===== src/rtl/button_irq_sequencer.sv =====
// Avalon-MM master for the 2-bit push-button PIO: mask setup, irq service,
// debounced edge_capture clearing and a timestamped event FIFO.
module button_irq_sequencer #(
    parameter logic [1:0] INIT_MASK      = 2'b11,
    parameter int         HOLDOFF_CYCLES = 50000,
    parameter int         TS_W           = 16,
    parameter int         DEPTH          = 4
) (
    input  logic            clk,
    input  logic            reset,
    output logic [1:0]      m_address,
    output logic            m_chipselect,
    output logic            m_write_n,
    output logic [31:0]     m_writedata,
    input  logic [31:0]     m_readdata,
    input  logic            pio_irq,
    input  logic            cfg_wr,
    input  logic [1:0]      cfg_mask,
    output logic            evt_valid,
    output logic [TS_W+1:0] evt_data,
    input  logic            evt_ready,
    output logic            overflow,
    input  logic            ovf_clr,
    output logic            busy
);

    localparam int AW = $clog2(DEPTH);
    localparam int HW = (HOLDOFF_CYCLES > 1) ? $clog2(HOLDOFF_CYCLES) : 1;
    localparam int EW = TS_W + 2;
    localparam logic [AW:0] FULL_CNT = (AW + 1)'(DEPTH);
    localparam logic [HW-1:0] HOLD_INIT =
        (HOLDOFF_CYCLES > 0) ? HW'(HOLDOFF_CYCLES - 1) : '0;
    localparam logic [1:0] A_MASK = 2'd2;
    localparam logic [1:0] A_EDGE = 2'd3;

    typedef enum logic [3:0] {
        RST_MASK,
        RST_CLR,
        IDLE,
        WR_MASK,
        RD_ADDR,
        RD_WAIT,
        WR_CLR,
        PUSH,
        HOLD,
        WR_CLR2
    } state_t;

    state_t state, state_n;

    logic [TS_W-1:0] ts;
    logic [TS_W-1:0] ts_lat;
    logic [1:0]      cur_mask;
    logic [1:0]      edges;
    logic            pend_valid;
    logic [1:0]      pend_mask;
    logic [HW-1:0]   hold_cnt;

    logic            bus_cs;
    logic            bus_wn;
    logic [1:0]      bus_addr;
    logic [31:0]     bus_wdata;

    logic [EW-1:0]   mem [DEPTH];
    logic [AW-1:0]   wr_ptr;
    logic [AW-1:0]   rd_ptr;
    logic [AW:0]     count;
    logic            push;
    logic            pop;
    logic            full;
    logic            accept;
    logic            unused_rd;

    assign unused_rd = ^m_readdata[31:2];

    always_ff @(posedge clk) begin
        if (reset) begin
            state <= RST_MASK;
        end else begin
            state <= state_n;
        end
    end

    always_comb begin
        state_n   = state;
        bus_cs    = 1'b0;
        bus_wn    = 1'b1;
        bus_addr  = 2'd0;
        bus_wdata = 32'd0;
        unique case (state)
            RST_MASK: begin
                bus_cs    = 1'b1;
                bus_wn    = 1'b0;
                bus_addr  = A_MASK;
                bus_wdata = {30'd0, INIT_MASK};
                state_n   = RST_CLR;
            end
            RST_CLR: begin
                bus_cs   = 1'b1;
                bus_wn   = 1'b0;
                bus_addr = A_EDGE;
                state_n  = IDLE;
            end
            IDLE: begin
                // A cfg_wr arriving this cycle already beats the irq
                if (pend_valid || cfg_wr) begin
                    state_n = WR_MASK;
                end else if (pio_irq) begin
                    state_n = RD_ADDR;
                end
            end
            WR_MASK: begin
                bus_cs    = 1'b1;
                bus_wn    = 1'b0;
                bus_addr  = A_MASK;
                bus_wdata = {30'd0, pend_mask};
                state_n   = IDLE;
            end
            RD_ADDR: begin
                bus_cs   = 1'b1;
                bus_addr = A_EDGE;
                state_n  = RD_WAIT;
            end
            RD_WAIT: begin
                state_n = WR_CLR;
            end
            WR_CLR: begin
                bus_cs   = 1'b1;
                bus_wn   = 1'b0;
                bus_addr = A_EDGE;
                state_n  = PUSH;
            end
            PUSH: begin
                if (edges != 2'b00 && HOLDOFF_CYCLES > 0) begin
                    state_n = HOLD;
                end else begin
                    state_n = IDLE;
                end
            end
            HOLD: begin
                if (hold_cnt == '0) begin
                    state_n = WR_CLR2;
                end
            end
            WR_CLR2: begin
                bus_cs   = 1'b1;
                bus_wn   = 1'b0;
                bus_addr = A_EDGE;
                state_n  = IDLE;
            end
            default: begin
                state_n = RST_MASK;
            end
        endcase
    end

    // Reset abandons any access in flight, even though the state is RST_MASK
    assign m_chipselect = bus_cs & ~reset;
    assign m_write_n    = bus_wn | reset;
    assign m_address    = reset ? 2'd0 : bus_addr;
    assign m_writedata  = reset ? 32'd0 : bus_wdata;
    assign busy         = (state != IDLE);

    always_ff @(posedge clk) begin
        if (reset) begin
            ts       <= '0;
            ts_lat   <= '0;
            cur_mask <= 2'b00;
            edges    <= 2'b00;
            hold_cnt <= '0;
        end else begin
            ts <= ts + TS_W'(1);
            if (state == IDLE && state_n == RD_ADDR) begin
                ts_lat <= ts;
            end
            if (state == RST_MASK) begin
                cur_mask <= INIT_MASK;
            end else if (state == WR_MASK) begin
                cur_mask <= pend_mask;
            end
            if (state == RD_WAIT) begin
                edges <= m_readdata[1:0] & cur_mask;
            end
            if (state == PUSH) begin
                hold_cnt <= HOLD_INIT;
            end else if (state == HOLD && hold_cnt != '0) begin
                hold_cnt <= hold_cnt - HW'(1);
            end
        end
    end

    // Last cfg_wr wins; a new request during WR_MASK stays pending
    always_ff @(posedge clk) begin
        if (reset) begin
            pend_valid <= 1'b0;
            pend_mask  <= 2'b00;
        end else if (cfg_wr) begin
            pend_valid <= 1'b1;
            pend_mask  <= cfg_mask;
        end else if (state == WR_MASK) begin
            pend_valid <= 1'b0;
        end
    end

    assign push      = (state == PUSH) && (edges != 2'b00);
    assign evt_valid = (count != '0);
    assign pop       = evt_valid && evt_ready;
    assign full      = (count == FULL_CNT);
    assign accept    = push && (!full || pop);
    assign evt_data  = mem[rd_ptr];

    always_ff @(posedge clk) begin
        if (accept) begin
            mem[wr_ptr] <= {ts_lat, edges};
        end
    end

    always_ff @(posedge clk) begin
        if (reset) begin
            wr_ptr   <= '0;
            rd_ptr   <= '0;
            count    <= '0;
            overflow <= 1'b0;
        end else begin
            if (accept) begin
                wr_ptr <= wr_ptr + AW'(1);
            end
            if (pop) begin
                rd_ptr <= rd_ptr + AW'(1);
            end
            if (accept && !pop) begin
                count <= count + (AW + 1)'(1);
            end else if (pop && !accept) begin
                count <= count - (AW + 1)'(1);
            end
            if (push && !accept) begin
                overflow <= 1'b1;
            end else if (ovf_clr) begin
                overflow <= 1'b0;
            end
        end
    end

endmodule


===== config.mk =====
export PLATFORM = sky130hd
export DESIGN_NAME = button_irq_sequencer
export DESIGN_NICKNAME = d
export VERILOG_FILES = /design/src/rtl/button_irq_sequencer.sv
export SDC_FILE = /design/constraint.sdc
export NUM_CORES = 1
export LEC_CHECK = 0
export CORE_AREA = 2 2 129 106
export DETAILED_ROUTE_END_ITERATION = 10
export DIE_AREA = 0 0 131 108
export PLACE_DENSITY_LB_ADDON = 0.05
export SYNTH_ARGS = -nofsm -noshare
export SYNTH_HDL_FRONTEND = slang
export SYNTH_SLANG_ARGS = --single-unit

===== constraint.sdc =====
create_clock -name clk -period 2.5 [get_ports clk]
set_input_delay 0.5 -clock clk [delete_from_list [all_inputs] [get_ports clk]]
set_output_delay 0.5 -clock clk [all_outputs]
set_load 0.01 [all_outputs]

---- After elaboration in Yosys (flattened, before gate mapping) ----
Memories as Yosys holds them, arrays and structs flattened. A register that Yosys moved wholly into a read port is not among the register bits.
Index checks and enable logic that the tools add are counted.
word-level totals
  flip-flop bits (word level) ............. 67
  bits in writable memories ............... 72
  input bits .............................. 40
  output and inout port bits .............. 57
  logic and storage cells ................. 90
  memories ................................ 1
memory list
  memory  words  width  rd ports  clocked after Yosys merged registers in  wr ports  RTL line  RTL
  mem     4      18     1         1                                        1         64        logic [EW-1:0] mem [DEPTH];
cells by class
  $add $sub $neg .......................... 6
  equal/unequal tests ..................... 12
  mux-type cells .......................... 25
  bitwise gates (word level) .............. 4
  reduce and logical (&&, ||, !) cells .... 29
operators with widths
  cell                   number
  $mux 16                2
  $mux 32                1
  $pmux 4 s8             1
  $eq 4x3->1 const B     5
  $add 16x1->16 const B  1
  $logic_not 16->1       1
  $mux 4                 4
  $reduce_bool 16->1     1
  $sub 16x1->16 const B  1
  $reduce_bool 2->1      6
  $mux 2                 5
  $eq 4x2->1 const B     2
  $eq 4x4->1 const B     2
  $logic_and 1x1->1      8
  $mux 1                 8
  $pmux 2 s2             2
  $mux 3                 2
  $reduce_or 6->1        1
  $reduce_or 5->1        1
  $add 2x1->2 const B    2
  $eq 4x1->1 const B     1
  $logic_not 4->1        1
  $ne 4x2->1 const B     1
  $reduce_or 2->1        2
  12 further kinds       15

---- Depth between registers and ports, before layout ----
Gate-level depths: netlist of run 1.
  depth after elaboration ................. 8
  depth in mapped cells ................... 9
  mapped depth without buffers ............ 8

---- Least setup slack after synthesis of run 1 ----
Ideal clock, no wire load.
  kind .................................... register to register
  start point ............................. register state[0]
  end point ............................... register count[2]
  setup time .............................. 0.070 ns
  arrival time ............................ 2.419 ns
  data required time ...................... 2.430 ns
  slack ................................... 0.010 ns
  stages on the path, launching flop included .. 10
  buffers on the path ..................... 1
  clock period less this slack ............ 2.490 ns
  path through ............................ dfxtp_1 buf_2 nand4b_1 nor3_2 ha_1 inv_1 fa_1 xor2_1 or3_1 a21oi_1
on the way
  longest elaborated chain between the ends .. 6
  elaborated cells on any way between the ends .. 8
  classes of those cells .................. eq/ne (1); mux (1); reduce/logical (6)
RTL lines
  element                      RTL line  RTL
  start, declared              49        state_t state, state_n;
  start signal, assigned       80        state <= state_n;
  $eq 4x3->1 (*)               205       assign push = (state == PUSH) && (edges != 2'b00);
  $logic_and 1x1->1 (*)        205
  $logic_and 1x1->1 (*)        209       assign accept = push && (!full || pop);
  named net accept             71        logic accept;
  $logic_not 1->1              233       end else if (pop && !accept) begin
  $logic_and 1x1->1            233
  $reduce_bool 2->1 (no line)  -
  end signal, assigned         232       count <= count + (AW + 1)'(1);
  end signal, assigned         234       count <= count - (AW + 1)'(1);
  end, declared                67        logic [AW:0] count;
Mark *: on every way through the listed nets, which the timed path passes. The rest lies on a longest branch.
A chain may end at the register's enable or synchronous reset.

---- Worst setup path after layout of run 1 ----
  start point ............................. register state[0]
  end point ............................... output m_chipselect
on the way
  longest elaborated chain between the ends .. 4
  elaborated cells on any way between the ends .. 9
  classes of those cells .................. eq/ne (5); mux (1); bitwise (1); reduce/logical (2)
RTL lines
  element                             RTL line  RTL
  $eq 4x2->1 (tied with other cells)  90        unique case (state)
  $reduce_or 6->1 (no line) (*)       -
  $mux 1 (*)                          90
  $and 1x1->1 (*)                     158       assign m_chipselect = bus_cs & ~reset;
  end, declared                       12        output logic m_chipselect,
Mark *: on every way between the ends. The rest lies on a longest branch, timed or not.

==> results by stage, run 1 <==
Yosys:
- The cell area that synthesis handed to floorplanning was approximately 6000 sq um.
- The most instantiated flip-flop cell in the synthesis netlist is sky130_fd_sc_hd__edfxtp_1.
- The number of warnings reported in the yosys synthesis log is 0.
- The number of instances in the synthesized netlist is 480.
- The number of library cell types mapped by synthesis is 53.
- The synthesized design contains approximately 140 register bits.
- A synthesized cell averages 12.6 sq um.
- In this run, synthesis inferred 72 flip-flops with an integrated enable.
- The sequential fraction of the synthesis area is 58.8%.
- For this run, asynchronously set or reset flops after synthesis account for 0%.

Layout:
- The area of combinational cells with multiple inputs is around 2200 sq um.
- The library cells used most frequently in the layout, excluding fill and tap cells, are sky130_fd_sc_hd__edfxtp_1 (72), sky130_fd_sc_hd__dfxtp_1 (67), sky130_fd_sc_hd__nor2_1 (52).
- The number of antenna diodes in the final layout is 0.
- The net count of the finished layout is between 500 and 600.
- The fraction of final layout cells with drive strength greater than 1 is between 10% and 20%.
- The area growth from synthesis to layout is 19.1%.
- The filler cell count is 1050.
- The most common cell after layout, fill and taps aside is sky130_fd_sc_hd__edfxtp_1.
- The sequential cells in the finished layout cover a total of 3550 sq um.
- The utilization after layout is 56.4%.

GRT:
- The largest net degree at the start of global routing is 34.
- The number of antenna violations at the first check in global routing is 0.
- The final global-route overflow total is 0.
- The via count of the first global-routing pass was 3581.
- Global routing used around 17% of the available tracks across all layers.
- The wire length of the first global-routing pass is 18.4 mm.

Flow run:
- The number of maximum-capacitance constraint violations is 0.

Timing:
- The worst path needs between 2000 and 2500 ps of the cycle, external delays included.
- Measured against its own limit, the worst slew margin works out to between 50% and 60%.
- The setup total negative slack is 0 ps.
- At the pin with the least slew margin, the transition time is 626 ps.
- The post-route clock skew is 9.80 ps.
- The number of slew-limit violations in the final report came to 0.
- The count of endpoints failing hold in the final timing report is 0.
- The highest clock frequency the design can meet is 414 MHz.
- In the finished design, the share of the clock period the worst path needs comes to 96.5%.
- Setup violations remaining at the end of the flow were counted as 0.
- Setup repair after global routing left no endpoint under its margin.

Placed design:
- The congestion estimate from routability-driven global placement came to 0.786.
- Buffers placed on the I/O ports in this run total 36.
- The half-perimeter wire length after placement is 7.51 mm.

Worst setup path:
- In this run the critical register-to-register path is launched from count[0]$_SDFFE_PP0P_.
- The launch point of the critical path is state[0]$_SDFF_PP0_.
- The critical path start-end classification is flop to output port.
- The critical-path maximum fanout is 9.
- Data on the critical path arrives at its endpoint at 1910 ps.
- The worst register-to-register path ends at count[2]$_SDFFE_PP0P_.
- The worst setup path is launched from a flop.
- The depth of the worst register-to-register path is 8.
- Data on the critical path is required at its endpoint by ~2000 ps.
- The worst setup path is captured at an output port.
- The reg2reg setup slack is 330 ps.

Power and ir drop:
- The peak supply drop is around 0.45 mV.
- The overall power after layout is 0.00568 W.
- For this design the static power due to leakage is 2.44 nW.
- The power density over the cells is roughly 790 nW/um^2.

Detailed routing:
- The routed length on met3 is between 400 and 500 um.
- The post-detailed-route wirelength per cell is 15.9 um.
- The total wirelength of the detailed-routed design is ~12 mm.
- The detailed-routed wire length on met2 is 5.15 mm.
- The number of design rule violations left after detail routing is 0.
- In the final routing, the length of wire on met1 measures 5.84 mm.
- In this run the top signal layer used is met4.
- In the routed layout, each cell is associated on average with a via count of about 5.3.
- The final route contains 3826 vias.
- The first-pass detailed-route iteration total is 5.
- The number of violations reported at the end of detailed-routing iteration 0 is around 190.
- The detail route stage leaves a number of antenna-violating nets equal to 0.

Clock network:
- The buffer type at the clock tree root is sky130_fd_sc_hd__clkbuf_16.
- The number of buffers created by CTS is 17.
- TritonCTS built the clock tree.
- The H-tree level count is 4.
- The maximum root-to-sink buffer count is 2.
- The clock reaches the later pin of the worst-skew pair after about 400 ps.
- The clock sink count is roughly 140.
- The clock transition time at the flip-flop clock pins of the worst setup and hold paths is 60 ps.

Hold path:
- The number of cells traversed by the worst hold path is 2.
- The startpoint identified for the worst hold timing path is hold_cnt[10]$_SDFFE_PP0P_.
- The terminating pin of the worst hold path is hold_cnt[10]$_SDFFE_PP0P_.
- The path type of the worst min-delay path is flop to flop.

Floorplan:
- The number of I/O pins is slightly below 100.
- From bottom edge to top edge, the die measures 108 um.
- For this configuration, the core starts out at a cell density of 47.4%.
- The die is 131 um wide.
- The die area is 14100 sq um.
- The area of the core region is 12700 sq um.
- The row count is 37.

Status:
- The run finished with clean final reports.
per-layer routing:
layer,up-vias,global-route usage (%)
met5,-,0
met4,0,5.02
met3,4,4.01
met2,97,25.4
met1,1879,25.2
li1,1846,-
cell families (layout without fill, tap and decap cells):
family	Yosys count	count (layout)	share of synthesized area [%]
simple gates	150	150	14.1
flops	141	141	58.8
compound gates	67	67	6.81
buf+inv	60	101	6.25
mux	39	39	10.2
xor+xnor	14	14	2.03
fa+ha+maj	8	8	1.78
other cells	1	30	0.0622
cells in the mapped netlist (all sizes together), types with 5 or more instances:
| cell type | count | share of area, % |
|---|---|---|
| and2 | 5 | 0.52 |
| xor2 | 12 | 1.7 |
| nor3 | 5 | 0.50 |
| nand2b | 8 | 0.83 |
| buf | 42 | 5.1 |
| nand2 | 15 | 0.93 |
| or4 | 6 | 0.75 |
| edfxtp | 72 | 36 |
| a211oi | 8 | 1.0 |
| a21oi | 25 | 2.1 |
| ha | 7 | 1.5 |
| nand4 | 6 | 0.62 |
| clkbuf | 13 | 0.81 |
| dfxtp | 69 | 23 |
| o21ai | 13 | 1.1 |
| nor2 | 53 | 3.3 |
| mux2i | 21 | 3.5 |
| nor4 | 6 | 1.1 |
| or3 | 14 | 1.5 |
| mux4 | 18 | 6.7 |
| o31ai | 5 | 0.62 |
| nand3 | 12 | 1.0 |
| inv | 5 | 0.31 |
power by group:
group	total (W)	switching, W	internal, W
registers	0.00253	0.0000594	0.00247
clock network	0.00241	0.000943	0.00147
logic	0.000742	0.000350	0.000392
total	0.00568	0.00135	0.00433
stage by stage:
stage | setup WS [ps] | instance area, sq um | cells | hold slack, ps
floorplan | 10.2 | 6140 | 509 | 445
global placement | 7.30 | 6560 | 689 | 462
detailed placement | -20.1 | 6560 | 689 | 463
CTS | 0.634 | 7120 | 721 | 471
global route | 23.3 | 7180 | 725 | 502
finish | 87.3 | 7180 | 725 | 472
state kept, by name (all words and copies together), names as in the netlist, named ones only:
| register | count |
|---|---|
| count | 3 |
| cur_mask | 2 |
| edges | 2 |
| hold_cnt | 16 |
| mem | 72 |
| overflow | 1 |
| pend_mask | 2 |
| pend_valid | 1 |
| rd_ptr | 2 |
| state | 4 |
| ts | 16 |
| ts_lat | 16 |
| wr_ptr | 2 |
worst max-delay path by stage:
stage                            endpoint  slack (ps)  depth (start not counted)
global placement    count[2]$_SDFFE_PP0P_           7                          9
CTS                        m_writedata[0]         0.6                          5
floorplan           count[2]$_SDFFE_PP0P_          10                          9
finish                       m_chipselect          90                          4
detailed placement  count[2]$_SDFFE_PP0P_         -20                          9
global route                 m_chipselect          20                          4
area by class of cell:
class                   instances  share of cell area, %
clock inverters                14                   2.04
multi-input cells             308                   31.0
clock buffers                  18                   5.98
well taps                     175                   3.05
flip-flops and latches        141                   49.4
inverters                       5                  0.261
repair buffers                 64                   8.28
critical path: stages (launching register included):
cell and delay (ps):
sky130_fd_sc_hd__dfxtp_2 420, sky130_fd_sc_hd__nand2b_1 170, sky130_fd_sc_hd__o21ai_0 120, sky130_fd_sc_hd__a211oi_1 230, sky130_fd_sc_hd__clkdlybuf4s50_1 570
repair_timing:
item | in CTS | in global routing
hold buffers | 0 | 0
setup buffers | 0 | 4
gates resized for setup | 17 | 8
setup endpoints to repair | 20 | 9
pin swaps | 0 | 0
No activity file was read; power rests on OpenSTA's default activity.
==> inputs of run 2 (changes only) <==
--- a/config.mk
+++ b/config.mk
@@ -8,7 +8,7 @@
 export CORE_AREA = 2 2 129 106
 export DETAILED_ROUTE_END_ITERATION = 10
 export DIE_AREA = 0 0 131 108
-export PLACE_DENSITY_LB_ADDON = 0.05
+export PLACE_DENSITY = 0.81
 export SYNTH_ARGS = -nofsm -noshare
 export SYNTH_HDL_FRONTEND = slang
 export SYNTH_SLANG_ARGS = --single-unit
==> results by stage, run 2 (synthesis gave the netlist of run 1 again) <==
Status:
- The flow ran to the end, and the final reports show no timing, DRC or antenna violations.

Layout:
- Relative to the synthesized area, the layout overhead comes to 18.8%.
- The filler cell count is 993 (-5.4%).
- Ranked by flip-flop count, first place goes to mem.
- The library cell used most frequently in the layout, excluding fill and tap cells, is sky130_fd_sc_hd__edfxtp_1.
- Leaving out fill and tap cells, the most frequent cells in the layout are sky130_fd_sc_hd__edfxtp_1 (72), sky130_fd_sc_hd__dfxtp_1 (67), sky130_fd_sc_hd__nor2_1 (53).
- The fraction of final layout cells with drive strength greater than 1 is 14.5% (-1.7 points).
- The flip-flop count of the largest register after layout is 72 (unchanged).
- The count of inserted antenna diode cells is 0 (unchanged).
- The total number of nets in the final design is 573 (-2.1%).
- The final non-filler cell area is 7160 sq um (-0.24%).

Timing:
- The count of endpoints failing hold in the final timing report came to 0 (unchanged).
- The post-route clock skew was 9.47 ps (-0.330 ps).
- The max-slew headroom at the worst pin is 56.6% (-1.3 points).
- The minimum clock period after layout is 2390 ps (-21.6 ps).
- The fraction of the cycle the final worst path needs was 95.6% (-0.86 points).
- The highest clock frequency the design can meet is 418 MHz (+0.90%).
- The final setup violation count is 0 (unchanged).
- The slew at the pin with the worst max-slew slack is 650 ps (+24.1 ps).
- The post-route worst hold slack is 398 ps (-73.8 ps).
- The number of slew-limit violations in the final report is 0 (unchanged).
- Setup repair after global routing left no endpoint under its margin.

Floorplan:
- The initial core utilization came to 47.4% (unchanged).
- The die area is 14100 sq um (unchanged).
- The area of the core region is 12700 sq um (unchanged).
- The horizontal extent of the die was 131 um (unchanged).
- The height of the chip is 108 um (unchanged).
- The row count is 37 (unchanged).
- The number of I/O pins is 97 (unchanged).

Worst setup path:
- The worst stage delay on the critical path was 560 ps (about the same).
- The signal arrival time at the worst endpoint was 1890 ps (-20 ps).
- The reg2reg setup slack is 230 ps (-100 ps).
- The data required time at the worst endpoint was 2000 ps (about the same).
- The kind of start point of the critical path is a flop.
- The type of destination of the critical path is an output port.
- The worst setup path is of the flop to output port kind.
- The cell at the slowest stage of the critical path is sky130_fd_sc_hd__clkdlybuf4s50_1.
- The depth of the worst register-to-register path is 9 (+1).
- The critical-path maximum fanout came to 14 (+5).
- The critical path goes through buf_4, nand2b_2, nor2_1, o21bai_1, clkdlybuf4s50_1.
- The start of the worst register-to-register path is state[2]$_SDFF_PP0_.
- In this run the critical register-to-register path is captured at count[2]$_SDFFE_PP0P_.

Placed design:
- The area after detailed placement is 6500 sq um (-0.92%).
- The last weighted congestion value of the routability-driven placer is 0.799 (+1.6%).
- The half-perimeter wire length after placement came to 7.40 mm (-1.5%).
- The count of buffers inserted at the top-level ports was 36 (unchanged).

Detailed routing:
- The total wirelength of the detailed-routed design was 11.9 mm (+3.1%).
- The routed length on met3 is 765 um (+61%).
- The number of design rule violations left after detail routing is 0 (unchanged).
- The number of violations reported at the end of detailed-routing iteration 0 is 287 (+54%).
- The wire length on met1 is 4.98 mm (-15%).
- The via-per-instance ratio is 5.48 (+3.9%).
- The detailed-routed wire length on met2 is 5.91 mm (+15%).
- The post-detailed-route wirelength per cell is 16.6 um (+4.9%).
- After detailed routing, no signal wire sits above met4.
- The remaining antenna violation count after routing is 0 (unchanged).
- The detailed-route via count is 3909 (+2.2%).
- The first-pass detailed-route iteration total is 4 (-1).

GRT:
- The largest net degree at the start of global routing came to 63 (+85%).
- The number of antenna violations at the first check in global routing came to 0 (unchanged).
- The via count of the first global-routing pass is 3962 (+11%).
- The final global-route overflow total is 0 (unchanged).
- The total global routing track utilization is 18.3% (+1.2 points).
- The wire length of the first global-routing pass is 19.8 mm (+7.7%).

Hold path:
- The launch point of the worst hold path is reset.
- The terminating pin of the worst hold path is pend_valid$_SDFFE_PP0P_.
- The path type of the worst min-delay path is input port to flop.
- The number of cells traversed by the worst hold path was 2 (unchanged).

Clock network:
- The number of buffers created by CTS came to 17 (unchanged).
- The number of hold buffers added after CTS is 0 (unchanged).
- The clock transition time at the flip-flop clock pins of the worst setup and hold paths is 60 ps (about the same).
- The clock latency on the worst-skew pair is 410 ps (about the same).
- The clock sink count is 141 (unchanged).
- The H-tree level count is 4 (unchanged).
- The clock tree from TritonCTS is done.
- The buffer type at the clock tree root is sky130_fd_sc_hd__clkbuf_16.
- The maximum root-to-sink buffer count is 2 (unchanged).

Flow run:
- The number of maximum-capacitance constraint violations is 0 (unchanged).

Power and ir drop:
- The peak supply drop is 0.469 mV (+4.8%).
- The standby leakage power was 2.43 nW (-0.30%).
- The power density over the cells came to 820 nW/um^2 (+3.7%).
[run 2: cell count changes in the layout (fill, tap and decap cells not counted), moves of 3 or more]
cell / previous run / this run
sky130_fd_sc_hd__clkdlybuf4s50_1: 16 / 12
sky130_fd_sc_hd__clkinvlp_4: 5 / 1
sky130_fd_sc_hd__buf_4: 25 / 14
sky130_fd_sc_hd__dlygate4sd2_1: 15 / 18
sky130_fd_sc_hd__clkinv_8: 0 / 3
sky130_fd_sc_hd__inv_8: 0 / 3
[run 2: worst max-delay path by stage]
stage,startpoint,slack (ps),endpoint
detailed placement,evt_ready,-100,count[2]$_SDFFE_PP0P_
CTS,state[0]$_SDFF_PP0_,9,m_chipselect
finish,state[3]$_SDFF_PP0_,110,m_write_n
global route,state[3]$_SDFF_PP0_,10,m_write_n
floorplan,state[0]$_SDFF_PP0_,10,count[2]$_SDFFE_PP0P_
global placement,evt_ready,-20,count[2]$_SDFFE_PP0P_
[run 2: layer usage]
layer / vias up / GRT usage (%)
li1: 1832 / -
met1: 1921 / 22.9
met2: 136 / 30.6
met3: 20 / 4.85
met4: 0 / 6.84
met5: - / 0
[run 2: critical path, delay by kind of cell, from the launching register on]
family / cells / cell delay (ps)
compound gates: 1 / 140
simple gates: 2 / 260
buf+inv: 2 / 760
flops: 1 / 330
[run 2: layout make-up]
class	instances	area [sq um]	share of cell area [%]
well taps	175	219	3.06
repair buffers	52	490	6.85
clock inverters	15	224	3.13
multi-input cells	308	2230	31.2
flip-flops and latches	141	3550	49.6
clock buffers	17	425	5.94
inverters	5	18.8	0.262
[run 2: repair_timing]
action,CTS,global route
setup endpoints to repair,25,7
pin swaps,0,0
gates resized for setup,23,8
endpoints found under the hold margin,0,0
buffers inserted,0,0
[run 2: power breakdown]
| part | internal (W) | switching, W |
|---|---|---|
| logic | 0.000330 | 0.000327 |
| registers | 0.00247 | 0.0000649 |
| clock network | 0.00163 | 0.00106 |
[run 2: per-stage QoR]
stage | std cells | total power, W | worst slack [ps] | util, % | TNS, ps
global placement | 681 | 0.00324 | -15.1 | 51.0 | -15.1
floorplan | 509 | 0.00304 | 10.2 | - | 0
CTS | 713 | 0.00593 | 8.75 | 56.0 | 0
detailed placement | 681 | 0.00327 | -99.9 | 51.0 | -154
finish | 713 | 0.00588 | 109 | 56.3 | 0
global route | 713 | 0.00612 | 10.5 | 56.3 | 0
